==> src/rtl/keypad_matrix_scanner_pkg.sv <==
`default_nettype none
// ============================================================================
//  Module   : keypad_matrix_scanner_pkg
//  Brief    : Shared constants, FSM encoding and (row,col)->key lookup for
//             the 3x4 membrane keypad scanner.
//  Revision : 1.0 - initial release
// ============================================================================
package keypad_matrix_scanner_pkg;

    localparam int NUM_ROWS = 4;
    localparam int NUM_COLS = 3;
    localparam int NUM_KEYS = 12;
    localparam int KEY_STAR = 10;
    localparam int KEY_HASH = 11;

    typedef enum logic [1:0] {
        IDLE     = 2'd0,
        PRESS_DB = 2'd1,
        HELD     = 2'd2,
        REL_DB   = 2'd3
    } scan_state_e;

    // Rows 0..2 carry digits 1..9 in reading order; row 3 is '*', '0', '#'.
    function automatic logic [3:0] key_index(input int r, input int c);
        logic [3:0] idx;
        if (r == 3) begin
            case (c)
                0:       idx = 4'(KEY_STAR);
                1:       idx = 4'd0;
                default: idx = 4'(KEY_HASH);
            endcase
        end else begin
            idx = 4'(r * 3 + c + 1);
        end
        return idx;
    endfunction

endpackage
`default_nettype wire

==> src/rtl/keypad_matrix_scanner_if.sv <==
`default_nettype none
// ============================================================================
//  Module   : keypad_matrix_scanner_if
//  Brief    : Keypad matrix lines plus the one-hot key/held outputs.
//             master = scanner side, slave = keypad/consumer side.
//  Revision : 1.0 - initial release
// ============================================================================
interface keypad_matrix_scanner_if;

    logic [keypad_matrix_scanner_pkg::NUM_ROWS-1:0] row_n;
    logic [keypad_matrix_scanner_pkg::NUM_COLS-1:0] col_n;
    logic [keypad_matrix_scanner_pkg::NUM_KEYS-1:0] key;
    logic                                           held;

    modport master (input row_n, output col_n, output key, output held);
    modport slave  (output row_n, input col_n, input key, input held);

endinterface
`default_nettype wire

==> src/rtl/keypad_row_sync.sv <==
`default_nettype none
// ============================================================================
//  Module   : keypad_row_sync
//  Brief    : 2-flop synchronizer for the asynchronous row lines. Resets to
//             all-ones so every row reads as released.
//  Revision : 1.0 - initial release
// ============================================================================
module keypad_row_sync
    import keypad_matrix_scanner_pkg::*;
#(
    parameter int WIDTH = NUM_ROWS
) (
    input  wire logic             clk,
    input  wire logic             rst,
    input  wire logic [WIDTH-1:0] d_i,
    output logic      [WIDTH-1:0] q_o
);

    logic [WIDTH-1:0] meta_q;
    logic [WIDTH-1:0] sync_q;

    // Two back-to-back flops; meta_q may go metastable, sync_q is clean.
    always_ff @(posedge clk) begin
        if (rst) begin
            meta_q <= '1;
            sync_q <= '1;
        end else begin
            meta_q <= d_i;
            sync_q <= meta_q;
        end
    end

    assign q_o = sync_q;

endmodule
`default_nettype wire

==> src/rtl/keypad_matrix_scanner.sv <==
`default_nettype none
// ============================================================================
//  Module   : keypad_matrix_scanner
//  Brief    : Strobes keypad columns, assembles full-scan frames, debounces
//             them and emits a single one-hot key pulse per physical press.
//  Revision : 1.0 - initial release
// ============================================================================
module keypad_matrix_scanner
    import keypad_matrix_scanner_pkg::*;
#(
    parameter int SCAN_DIV        = 8,
    parameter int DEBOUNCE_FRAMES = 4
) (
    input  wire logic         clk,
    input  wire logic         rst,
    keypad_matrix_scanner_if.master kp
);

    localparam int DW = $clog2(SCAN_DIV);
    localparam int CW = $clog2(DEBOUNCE_FRAMES + 1);
    localparam logic [DW-1:0] DWELL_LAST = DW'(SCAN_DIV - 1);
    localparam logic [CW-1:0] CNT_MAX    = CW'(DEBOUNCE_FRAMES);
    localparam logic [CW-1:0] CNT_ONE    = CW'(1);

    logic [NUM_ROWS-1:0] row_sync;
    logic [NUM_ROWS-1:0] rows_s;

    keypad_row_sync #(.WIDTH(NUM_ROWS)) u_row_sync (
        .clk (clk),
        .rst (rst),
        .d_i (kp.row_n),
        .q_o (row_sync)
    );

    assign rows_s = ~row_sync;

    logic [DW-1:0]       dwell_q, dwell_d;
    logic [1:0]          col_q, col_d;
    logic [NUM_COLS-1:0] col_n_q, col_n_d;
    logic [NUM_KEYS-1:0] snap_q, snap_d;
    scan_state_e         state_q, state_d;
    logic [3:0]          cand_q, cand_d;
    logic [CW-1:0]       cnt_q, cnt_d;
    logic [NUM_KEYS-1:0] key_q, key_d;
    logic                held_q, held_d;

    logic                last_dwell;
    logic                frame_end;
    logic [NUM_KEYS-1:0] col_bits;
    logic [NUM_KEYS-1:0] frame_bits;
    logic [3:0]          n_set;
    logic [3:0]          single_idx;
    logic                frame_zero;
    logic                frame_single;

    // Dwell/column sequencing and frame snapshot accumulation.
    always_comb begin
        col_bits   = '0;
        last_dwell = (dwell_q == DWELL_LAST);
        frame_end  = last_dwell && (col_q == 2'd2);
        for (int r = 0; r < NUM_ROWS; r++) begin
            col_bits[key_index(r, int'(col_q))] = rows_s[r];
        end
        frame_bits = snap_q | col_bits;
        dwell_d    = last_dwell ? '0 : dwell_q + DW'(1);
        col_d      = col_q;
        snap_d     = snap_q;
        if (last_dwell) begin
            col_d  = (col_q == 2'd2) ? 2'd0 : col_q + 2'd1;
            snap_d = frame_end ? '0 : frame_bits;
        end
        col_n_d = ~(3'b001 << col_d);
    end

    // Classify the completed frame as zero, single key or multi-key.
    always_comb begin
        n_set      = '0;
        single_idx = '0;
        for (int i = 0; i < NUM_KEYS; i++) begin
            n_set = n_set + {3'b000, frame_bits[i]};
            if (frame_bits[i]) begin
                single_idx = 4'(i);
            end
        end
        frame_zero   = (n_set == 4'd0);
        frame_single = (n_set == 4'd1);
    end

    // Debounce FSM; only acts on the frame-end cycle.
    always_comb begin
        logic          accept;
        logic          release_key;
        logic [CW-1:0] cnt_inc;
        state_d     = state_q;
        cand_d      = cand_q;
        cnt_d       = cnt_q;
        key_d       = '0;
        held_d      = held_q;
        accept      = 1'b0;
        release_key = 1'b0;
        cnt_inc     = (cnt_q == CNT_MAX) ? cnt_q : cnt_q + CW'(1);
        if (frame_end) begin
            case (state_q)
                IDLE: begin
                    if (frame_single) begin
                        cand_d  = single_idx;
                        cnt_d   = CNT_ONE;
                        state_d = PRESS_DB;
                        accept  = (CNT_MAX == CNT_ONE);
                    end
                end
                PRESS_DB: begin
                    if (frame_single && single_idx == cand_q) begin
                        cnt_d  = cnt_inc;
                        accept = (cnt_inc == CNT_MAX);
                    end else if (frame_single) begin
                        cand_d = single_idx;
                        cnt_d  = CNT_ONE;
                        accept = (CNT_MAX == CNT_ONE);
                    end else begin
                        cnt_d   = '0;
                        state_d = IDLE;
                    end
                end
                HELD: begin
                    if (frame_zero) begin
                        cnt_d       = CNT_ONE;
                        state_d     = REL_DB;
                        release_key = (CNT_MAX == CNT_ONE);
                    end else begin
                        cnt_d = '0;
                    end
                end
                REL_DB: begin
                    if (frame_zero) begin
                        cnt_d       = cnt_inc;
                        release_key = (cnt_inc == CNT_MAX);
                    end else begin
                        cnt_d   = '0;
                        state_d = HELD;
                    end
                end
                default: begin
                    cnt_d   = '0;
                    state_d = IDLE;
                end
            endcase
        end
        if (accept) begin
            key_d[cand_d] = 1'b1;
            held_d        = 1'b1;
            cnt_d         = '0;
            state_d       = HELD;
        end
        if (release_key) begin
            held_d  = 1'b0;
            cnt_d   = '0;
            state_d = IDLE;
        end
    end

    // State register for scan counters, snapshot and debounce FSM.
    always_ff @(posedge clk) begin
        if (rst) begin
            dwell_q <= '0;
            col_q   <= 2'd0;
            col_n_q <= 3'b110;
            snap_q  <= '0;
            state_q <= IDLE;
            cand_q  <= '0;
            cnt_q   <= '0;
            key_q   <= '0;
            held_q  <= 1'b0;
        end else begin
            dwell_q <= dwell_d;
            col_q   <= col_d;
            col_n_q <= col_n_d;
            snap_q  <= snap_d;
            state_q <= state_d;
            cand_q  <= cand_d;
            cnt_q   <= cnt_d;
            key_q   <= key_d;
            held_q  <= held_d;
        end
    end

    assign kp.col_n = col_n_q;
    assign kp.key   = key_q;
    assign kp.held  = held_q;

endmodule
`default_nettype wire

==> src/flat_wrapper.sv <==
// flat-port wrapper written by rule: the top's interface ports become plain ports
module keypad_matrix_scanner_flat import keypad_matrix_scanner_pkg::*;
#(
    parameter int SCAN_DIV        = 8,
    parameter int DEBOUNCE_FRAMES = 4
)
  (clk, rst, kp_row_n, kp_col_n, kp_key, kp_held);
  keypad_matrix_scanner_if kp_i ();
  input  wire logic clk;
  input  wire logic rst;
  input wire logic [$bits(kp_i.row_n)-1:0] kp_row_n;
  output wire logic [$bits(kp_i.col_n)-1:0] kp_col_n;
  output wire logic [$bits(kp_i.key)-1:0] kp_key;
  output wire logic [$bits(kp_i.held)-1:0] kp_held;
  assign kp_i.row_n = kp_row_n;
  assign kp_col_n = kp_i.col_n;
  assign kp_key = kp_i.key;
  assign kp_held = kp_i.held;
  keypad_matrix_scanner #(.SCAN_DIV(SCAN_DIV), .DEBOUNCE_FRAMES(DEBOUNCE_FRAMES)) u_core (.clk(clk), .rst(rst), .kp(kp_i));
endmodule
==> config.mk <==
export PLATFORM = sky130hd
export DESIGN_NAME = keypad_matrix_scanner_flat
export DESIGN_NICKNAME = d
export VERILOG_FILES = /design/src/rtl/keypad_matrix_scanner_pkg.sv /design/src/rtl/keypad_matrix_scanner_if.sv /design/src/rtl/keypad_row_sync.sv /design/src/rtl/keypad_matrix_scanner.sv /design/src/flat_wrapper.sv
export SDC_FILE = /design/constraint.sdc
export NUM_CORES = 1
export LEC_CHECK = 0
export CAP_MARGIN = 10
export CORE_MARGIN = 2
export CORE_UTILIZATION = 25
export CTS_CLUSTER_DIAMETER = 100
export DETAILED_ROUTE_END_ITERATION = 6
export DONT_BUFFER_PORTS = 1
export PLACE_DENSITY = 0.41
export REMOVE_ABC_BUFFERS = 1
export SYNTH_ARGS = -nofsm -noshare
export SYNTH_HDL_FRONTEND = slang
export SYNTH_SLANG_ARGS = --single-unit
export TNS_END_PERCENT = 5
==> constraint.sdc <==
create_clock -name clk -period 7.9 [get_ports clk]
set_input_delay 1.58 -clock clk [delete_from_list [all_inputs] [get_ports clk]]
set_output_delay 1.58 -clock clk [all_outputs]
set_load 0.03 [all_outputs]
; Word-level counts from Yosys, hierarchy flattened
; Index checks and enable logic that the tools add are counted.
[classes]
n_addsub = 19
n_lt_le_gt_ge = 10
n_eq_ne = 20
shift = 1
muxes = 53
bitwise = 5
reduce_logical = 18
[op_table]
columns = cell, n
row1 = $add A4 B1 Y4, 10
row2 = $bwmux W12, 3
row3 = $mux W4, 7
row4 = $lt A4 B5 Y1 const B, 5
row5 = $mux W3, 8
row6 = $mux W2, 11
row7 = $demux W1 S4, 5
row8 = $ge A4 B1 Y1 const B, 5
row9 = $pmux W4 S2, 2
row10 = $mux W1, 14
row11 = $and A12 B12 Y12, 1
row12 = $mux W12, 1
row13 = $or A12 B12 Y12, 1
row14 = $pmux W3 S4, 1
row15 = $reduce_and A6 Y1, 2
row16 = $eq A3 B3 Y1 const B, 3
row17 = $ne A3 B3 Y1 const B, 3
row18 = $add A4 B2 Y4 const B, 2
row19 = $pmux W2 S4, 1
row20 = $logic_and A1 B1 Y1, 7
row21 = $add A3 B1 Y3 const B, 2
row22 = $eq A2 B2 Y1 const B, 3
row23 = $ne A2 B2 Y1 const B, 3
row24 = $ne A3 B1 Y1 const B, 2
row25 = 19 further kinds, 24
[totals]
ff_bits = 50
in_bits = 6
wordCells = 138

; Depth between registers and ports, before layout
; Gate-level depths: netlist (run 1).
[depth]
ltp_word = 30
depth_mapped = 28
ltp_nobuf = 27

; By module
; From an unflattened synthesis (run 1), not the netlist that was laid out.
[unflattened]
cells_unflattened = 307
area_unflattened_um2 = 2767.7
[modules_own_cells]
columns = module, instances, cells_per_inst, area_per_inst_um2
row1 = keypad_matrix_scanner, 1, 291, 2557.5
row2 = keypad_row_sync, 1, 16, 210.2

; Worst setup path after synthesis (run 1)
; No wires, ideal clock.
[synth_timing]
kind = reg-to-reg
from = register u_core.col_q[0]
to = register u_core.key_q[5], in the netlist u_core.kp.key[5]
setup_time_ns = 0.092
t_arrival_ns = 6.995
slack_ns = 0.813
stages_incl_launch_ff = 26
n_path_buf = 1
synth_period_minus_slack_ns = 7.087
cell_sequence = dfxtp_1 -> buf_4 -> inv_1 -> ha_1 -> inv_1 -> ha_1 -> nand2b_1 -> or4b_1 -> and2_1 -> ha_1 -> inv_1 -> fa_1 -> fa_1 -> inv_1 -> fa_1 -> inv_1 -> fa_1 -> fa_1 -> nor2_1 -> a31oi_1 -> nor4b_1 -> and4_1 -> nor3_2 -> o41ai_4 -> mux2_2 -> nor4_1
[synth_between]
elab_chain_len = 30
word_cells_on_any_way = 74
cone_classes = add/sub: 16 / order compare: 10 / eq/ne: 4 / mux: 32 / bitwise: 3 / reduce/logical: 9
[synth_lines]
columns = item, line_no
row1 = start: declaration, keypad_matrix_scanner.sv:38  ; logic [1:0] col_q, col_d;
row2 = start signal: assignment, keypad_matrix_scanner.sv:176  ; col_q <= col_d;
row3 = $add A2 B2 Y3 or $add A2 B1 Y3 (tied branches), keypad_matrix_scanner_pkg.sv:33  ; idx = 4'(r * 3 + c + 1);
row4 = $add A4 B2 Y4 (tied with other cells), keypad_matrix_scanner_pkg.sv:33
row5 = $lt A4 B5 Y1 (not written as such) (tied with other cells), keypad_matrix_scanner.sv:62  ; col_bits[key_index(r, int'(col_q))] = rows_s[r];
row6 = $logic_and A1 B1 Y1 (not written as such) or $mux W1 (tied branches), keypad_matrix_scanner.sv:62
row7 = $mux W1 (not written as such) or $demux W1 S4 (tied branches), --
row8 = $demux W1 S4 or $and A12 B12 Y12 (tied branches), --
row9 = $bwmux W12 (3 in a row), keypad_matrix_scanner.sv:62
row10 = $or A12 B12 Y12, keypad_matrix_scanner.sv:64  ; frame_bits = snap_q | col_bits;
row11 = [... 12 more ...], --
row12 = $mux W4 or $logic_and A1 B1 Y1 (tied branches), "keypad_matrix_scanner.sv:105, keypad_matrix_scanner.sv:116, keypad_matrix_scanner.sv:113"
row13 = $mux W4, keypad_matrix_scanner.sv:113  ; if (frame_single && single_idx == cand_q) begin
row14 = $pmux W4 S2, keypad_matrix_scanner.sv:103  ; case (state_q)
row15 = $mux W4, keypad_matrix_scanner.sv:102  ; if (frame_end) begin
row16 = $lt A4 B5 Y1 (not written as such) or $ge A4 B1 Y1 (tied branches), keypad_matrix_scanner.sv:150  ; key_d[cand_d] = 1'b1;
row17 = $logic_and A1 B1 Y1 (not written as such), keypad_matrix_scanner.sv:150
row18 = $mux W1 (not written as such), keypad_matrix_scanner.sv:150
row19 = $demux W1 S4, --
row20 = end signal: assignment, keypad_matrix_scanner.sv:182  ; key_q <= key_d;
row21 = end: declaration, keypad_matrix_scanner.sv:44  ; logic [NUM_KEYS-1:0] key_q, key_d;
; Parallel ways exist; a longest one is shown, timed or not.
; A chain may end at the register's enable or synchronous reset.

; Final worst setup path (run 1)
[layout_timing]
from = register u_core.col_q[1]
to = register u_core.key_q[1], in the netlist u_core.kp.key[1]
; Same word-level chain as after synthesis.

==> metrics.txt, run 1 <==
synth top area cells=dfxtp_1 34%, ha_1 7.1%, fa_1 4.7%; yosys warns=0; Post-Syn Instances=325; clock group share of total power=0.449; placer congestion estimate=0.8165; post-DP HPWL=5.257 mm; met1 Resource Use GR=0.1533; CTS Root Cell=clkbuf_16; Hold Buf Count CTS=0; share of power burned in registers=0.472; maxcap violations=0; pwr/cell area=164.9 nW/um^2; Fin. Hold Viols=0; cell area after placement=3132 sq um; CTS buffer count=5; R2R Setup Slk=0.75 ns; post-layout util=0.2874; reg2reg end=u_core.kp.key[1]$_SDFF_PP0_; Worst setup SP type=flip-flop; status=finished with violations; reg2reg start=u_core.col_q[1]$_SDFF_PP0_; TNS Setup=0 ns; IO Pins=22; Final min period=7.146 ns; setup ws final=0.7544 ns; first-pass GRT wire length=11.96 mm; top cells by count, synth=50 x dfxtp_1, 29 x nor2_1, 23 x nand2_1, 22 x inv_1, 17 x ha_1; initial antenna violation count=0; FFs w/ async S/R, synth=0; DRT Pass-1 Iters=6; max frequency=139.9 MHz; Nets=357; area leader, netlist=dfxtp_1; vias in the first global route=2306; H-Tree Depth=2; largest net degree at the start of global routing=24; average cell area after synthesis=9.159 sq um; Cell Area, Synth=2977 sq um; crit path max fanout=6; gr ovfl total=0; Yosys reg bits=50; Core Rows=39; Crit path arrival time=7.34 ns; CTS max path bufs=2; clk_lat worst skew=0.29 ns; n_diodes=0; Hold Path Sink=u_core.u_row_sync.q_o[0]$_SDFF_PP1_; worst slew pin tran=0.7586 ns; failing checks=DRC; Slew Viols, Final=0; # setup viols final=0; Die Wd=113.1 microns; vias per std cell=4.826; Sw Pwr=123.8 uW; worst path required time=8.09 ns; met3 GRT Util=0.02303; met2 usage=0.1860; RSZ-0062 raised after global routing=false; hold path start=u_core.u_row_sync.meta_q[0]$_SDFF_PP1_; Rel. slew slack=0.4943; Pint=422.1 uW; pre-CTS setup slack=0.6364 ns; dominant cell by count in the synthesized netlist=dfxtp_1; post-cts sizing count=0; sequential fraction of the synthesis area=0.3363; Tot Pwr=545.9 uW; number of setup buffers added after CTS=0; fin area=3309 sq um; Post-synth EDFFs=0; 1st-iter DRT viols=70; Max Clock Skew=0.008254 ns; total number of vias=2273; Worst setup EP type=flip-flop; Tcrit/Tclk final=0.9045; Core Area=11520 sq um; share of cells above drive strength 1=0.1463; Die Span Y=113.1 microns; Clk pin slew, worst setup/hold paths=0.07 ns; Synth Flop Type=dfxtp_1; Min-Delay Path Depth=1; DRC=1; leakage=1.283 nW; CTS tree=built; Layout area overhead=11.18%; Detail Route Antenna Nets=0; drt wl/cell=14.71 microns; WS Path Type=reg2reg; library cells used by synthesis=67; GR Util All Layers=0.1148; Hold Path Class=reg2reg; clk sinks=50; initial core utilization=0.2585; Worst Reg-to-Reg Cells=25; Logic pwr share=0.079; Net Sw Frac=0.2268; post-synth top area share=0.3363; Die Footprint=12800 sq um; PortBufs=0; DRT Wirelength=6.929 mm; GRT Max-Usage Layer=met2; peak supply drop=0.07737 mV
==> cell usage in the layout, fill, tap and decap left out, types with 7 or more instances in the layout <==
cell	Yosys	layout
dfxtp_1	50	50
nor2_1	29	29
nand2_1	23	23
inv_1	22	22
ha_1	17	17
nor4_1	12	12
nor3_1	11	11
nand2b_1	11	11
a21oi_1	11	11
or2_2	10	10
nor2b_1	9	9
o21ai_0	9	9
fa_1	7	7
==> power groups by stage <==
| stage | Combinational, mW | Clock [mW] | Sequential [mW] |
|---|---|---|---|
| final | 0.0434 | 0.245 | 0.258 |
| after global placement | 0.0435 | 0 | 0.263 |
| after global routing | 0.0497 | 0.264 | 0.258 |
| after CTS | 0.0437 | 0.255 | 0.257 |
| after floorplan | 0.0329 | 0 | 0.263 |
| after detailed placement | 0.0436 | 0 | 0.263 |
==> cells by family after synthesis <==
family | share of synthesized area
and+or+nand+nor | 0.2795
adders and majority gates | 0.1185
AOI/OAI and AO/OA | 0.1774
buffers and inverters | 0.04708
DFF | 0.3363
xor gates and xnor gates | 0.005886
muxes | 0.03531
==> worst max-delay path: stages, from the launching register on <==
cell	delay (ns)
dfxtp_1	0.36
inv_1	0.13
ha_1	0.26
inv_1	0.11
ha_1	0.39
nand2b_1	0.20
or4b_1	0.50
and2_1	0.20
ha_1	0.28
inv_1	0.05
fa_1	0.49
fa_1	0.51
inv_1	0.05
fa_1	0.49
inv_1	0.06
fa_1	0.45
fa_1	0.39
nor2_1	0.10
a31oi_1	0.10
nor3b_1	0.26
nand2b_1	0.17
nor4b_2	0.33
nor3_2	0.14
o41ai_4	0.47
mux2_2	0.39
nor4_1	0.16
==> flip-flops by register name, summed over array words and instances (netlist names) <==
register	count
u_core.kp.held	1
u_core.snap_q	12
u_core.cand_q	4
u_core.u_row_sync.q_o	4
u_core.state_q	2
u_core.kp.col_n	3
u_core.dwell_q	3
u_core.u_row_sync.meta_q	4
u_core.kp.key	12
u_core.cnt_q	3
u_core.col_q	2
==> per-layer routing <==
layer | part of all wire | wire length (microns) | up-vias
li1 | - | - | 1173
met1 | 0.50 | 3494 | 1055
met2 | 0.45 | 3107 | 35
met3 | 0.028 | 193 | 10
met4 | 0.019 | 133 | 0
met5 | 0 | 0 | -
==> per-stage QoR <==
step	hold WS, ns	cells
floorplan	0.3895	314
global placement	0.3933	461
detailed placement	0.3960	461
CTS	0.4122	469
global route	0.4285	471
finish	0.4095	471
==> area by class of cell <==
cell class | instances | area, sq um
inverter | 23 | 86.33
clock inverter | 1 | 30.03
timing repair buffer | 6 | 45.04
multi-input combinational | 241 | 1836
tap | 143 | 178.9
sequential | 50 | 1001
clock buffer | 7 | 132.6
fill | 1223 | 8207
==> how the worst max path moves through the flow <==
stage / slack [ns] / from / endpoint / cells after the start
floorplan: 0.60 / u_core.col_q[0]$_SDFF_PP0_ / u_core.kp.key[5]$_SDFF_PP0_ / 23
global placement: 0.79 / u_core.col_q[1]$_SDFF_PP0_ / u_core.kp.key[1]$_SDFF_PP0_ / 25
detailed placement: 0.64 / u_core.col_q[1]$_SDFF_PP0_ / u_core.kp.key[5]$_SDFF_PP0_ / 25
CTS: 0.59 / u_core.col_q[1]$_SDFF_PP0_ / u_core.kp.key[5]$_SDFF_PP0_ / 25
global route: 0.10 / u_core.col_q[1]$_SDFF_PP0_ / u_core.kp.key[1]$_SDFF_PP0_ / 27
finish: 0.75 / u_core.col_q[1]$_SDFF_PP0_ / u_core.kp.key[1]$_SDFF_PP0_ / 25
(Power assumes the default switching activity.)
==> inputs of run 2 (changes only) <==
--- a/config.mk
+++ b/config.mk
@@ -13,6 +13,7 @@
 export DONT_BUFFER_PORTS = 1
 export PLACE_DENSITY = 0.41
 export REMOVE_ABC_BUFFERS = 1
+export SLEW_MARGIN = 20
 export SYNTH_ARGS = -nofsm -noshare
 export SYNTH_HDL_FRONTEND = slang
 export SYNTH_SLANG_ARGS = --single-unit
==> results of run 2 <==
Same layout as run 1: the final DEF is identical, and so are final timing and power.
==> edit (settings of run 2) <==
Re-encode `scan_state_e` (4 states) as one-hot, 4 bits wide.
--- a/src/rtl/keypad_matrix_scanner_pkg.sv
+++ b/src/rtl/keypad_matrix_scanner_pkg.sv
@@ -14,9 +14,9 @@
     localparam int KEY_HASH = 11;
 
-    typedef enum logic [1:0] {
-        IDLE     = 2'd0,
-        PRESS_DB = 2'd1,
-        HELD     = 2'd2,
-        REL_DB   = 2'd3
+    typedef enum logic [3:0] {
+        IDLE     = 4'b0001,
+        PRESS_DB = 4'b0010,
+        HELD     = 4'b0100,
+        REL_DB   = 4'b1000
     } scan_state_e;
 
Check against the original RTL: same outputs for any inputs over 10 cycles, from zero or initial values and one cycle with rst high; not proved beyond that.
==> edit against run 2 <==
  * Design area increased by 5.3%
  * Critical endpoint is now u_core.kp.key[5]$_SDFF_PP0_
  * Largest power group unchanged
  * Synthesized area increased by 6.5%
  * Sequential cell count increased by 2
  * Combinational power decreased by 17%
  * Total power decreased by 3.2%
  * Worst setup slack got worse by 0.025 ns
  * Wire length increased by 4.1%
==> edit: results (changes against run 2) <==
| Metric | Value |
|---|---|
| Routed vias | `2461 (was 2273)` |
| LEAKAGE | `1.27 nW (was 1.28 nW)` |
| Top cells by count, synth | `52 x dfxtp_1, 36 x nor2_1, 21 x nor3_1 (was 50 x dfxtp_1, 29 x nor2_1, 23 x nand2_1)` |
| Register area share after synthesis | `32.8% (was 33.6%)` |
| R2r startpoint | `u_core.col_q[0]$_SDFF_PP0_ (was u_core.col_q[1]$_SDFF_PP0_)` |
| Final nets | `384 (was 357)` |
| WL met1 | `3.70 mm (was 3.49 mm)` |
| Worst Hold End | `u_core.u_row_sync.q_o[2]$_SDFF_PP1_ (was u_core.u_row_sync.q_o[0]$_SDFF_PP1_)` |
| Slowest-stage cell, CP | `or4b_2 (was fa_1)` |
| DR vias/cell | `4.67 (was 4.83)` |
| Outcome | `completed (was finished, violations left)` |
| Depth of the most critical reg-to-reg path | `24 (was 25)` |
| Clock skew | `0.00647 ns (was 0.00825 ns)` |
| Yosys cell types | `64 (was 67)` |
| Max Fanout on Critical Path | `13 (was 6)` |
| FF-to-FF End | `u_core.kp.key[5]$_SDFF_PP0_ (was u_core.kp.key[1]$_SDFF_PP0_)` |
| Met2 Usage GRT | `18.0% (was 18.6%)` |
| Global Route met1 Usage | `16.1% (was 15.3%)` |
| WL/cell | `13.7 um (was 14.7 um)` |
| Max VDD drop | `0.0000811 V (was 0.0000774 V)` |
| First drt pass iteration count | `4 (was 6)` |
| Met3 routed WL | `100 um (was 193 um)` |
| DP HPWL | `5.44 mm (was 5.26 mm)` |
| Synthesized area per cell | `8.86 um^2 (was 9.16 um^2)` |
| Synth area leaders | `dfxtp_1 33%, ha_1 6.7%, fa_1 4.4% (was dfxtp_1 34%, ha_1 7.1%, fa_1 4.7%)` |
| Number of global-route vias before repair | `2334 (was 2306)` |
| Pint | `0.407 mW (was 0.422 mW)` |
| Hold path start | `u_core.u_row_sync.meta_q[2]$_SDFF_PP1_ (was u_core.u_row_sync.meta_q[0]$_SDFF_PP1_)` |
| Hold_ws | `0.404 ns (was 0.410 ns)` |
| Crit path DAT | `7.38 ns (was 7.34 ns)` |
| Reg2Reg Setup Slack | `0.73 ns (was 0.75 ns)` |
| Routability cong. | `0.756 (was 0.817)` |
| Share of cells above drive strength 1 | `10.7% (was 14.6%)` |
| Reg power frac | `50.7% (was 47.2%)` |
| Global-route usage over all layers | `11.6% (was 11.5%)` |
| Max stage delay on crit path | `0.71 ns (was 0.51 ns)` |
| Met2 wire len | `3.27 mm (was 3.11 mm)` |
-- edit: layout make-up --
class,count,area (um^2)
fillers,1350,9030
multi-input cells,269,1960
flip-flops and latches,52,1040
well taps,172,215
clock buffers,7,143
inverters,22,82.6
repair buffers,4,30.0
clock inverters,1,7.51
-- edit: repair_timing --
item / 4_1_cts / 5_1_grt
setup buffers: 0 / 0
setup endpoints to repair: 0 / 5
resized for setup: 0 / 1
-- edit: cell families after synthesis --
logic type	Yosys count	share of synthesized area, %
mux	13	4.14
compound gates	63	16.0
simple gates	168	30.3
fa+ha+maj	24	11.1
xor+xnor	1	0.276
flops	52	32.8
buf+inv	37	5.25
-- edit: per-stage QoR --
step | utilization (%) | setup slack, ns | total power, mW | instance area [um^2]
finish | 27.8 | 0.729 | 0.529 | 3480
global route | 27.8 | 0.145 | 0.557 | 3480
CTS | 27.8 | 0.503 | 0.539 | 3480
detailed placement | 26.6 | 0.542 | 0.310 | 3330
global placement | 26.6 | 0.652 | 0.310 | 3330
floorplan | - | 1.08 | 0.302 | 3090
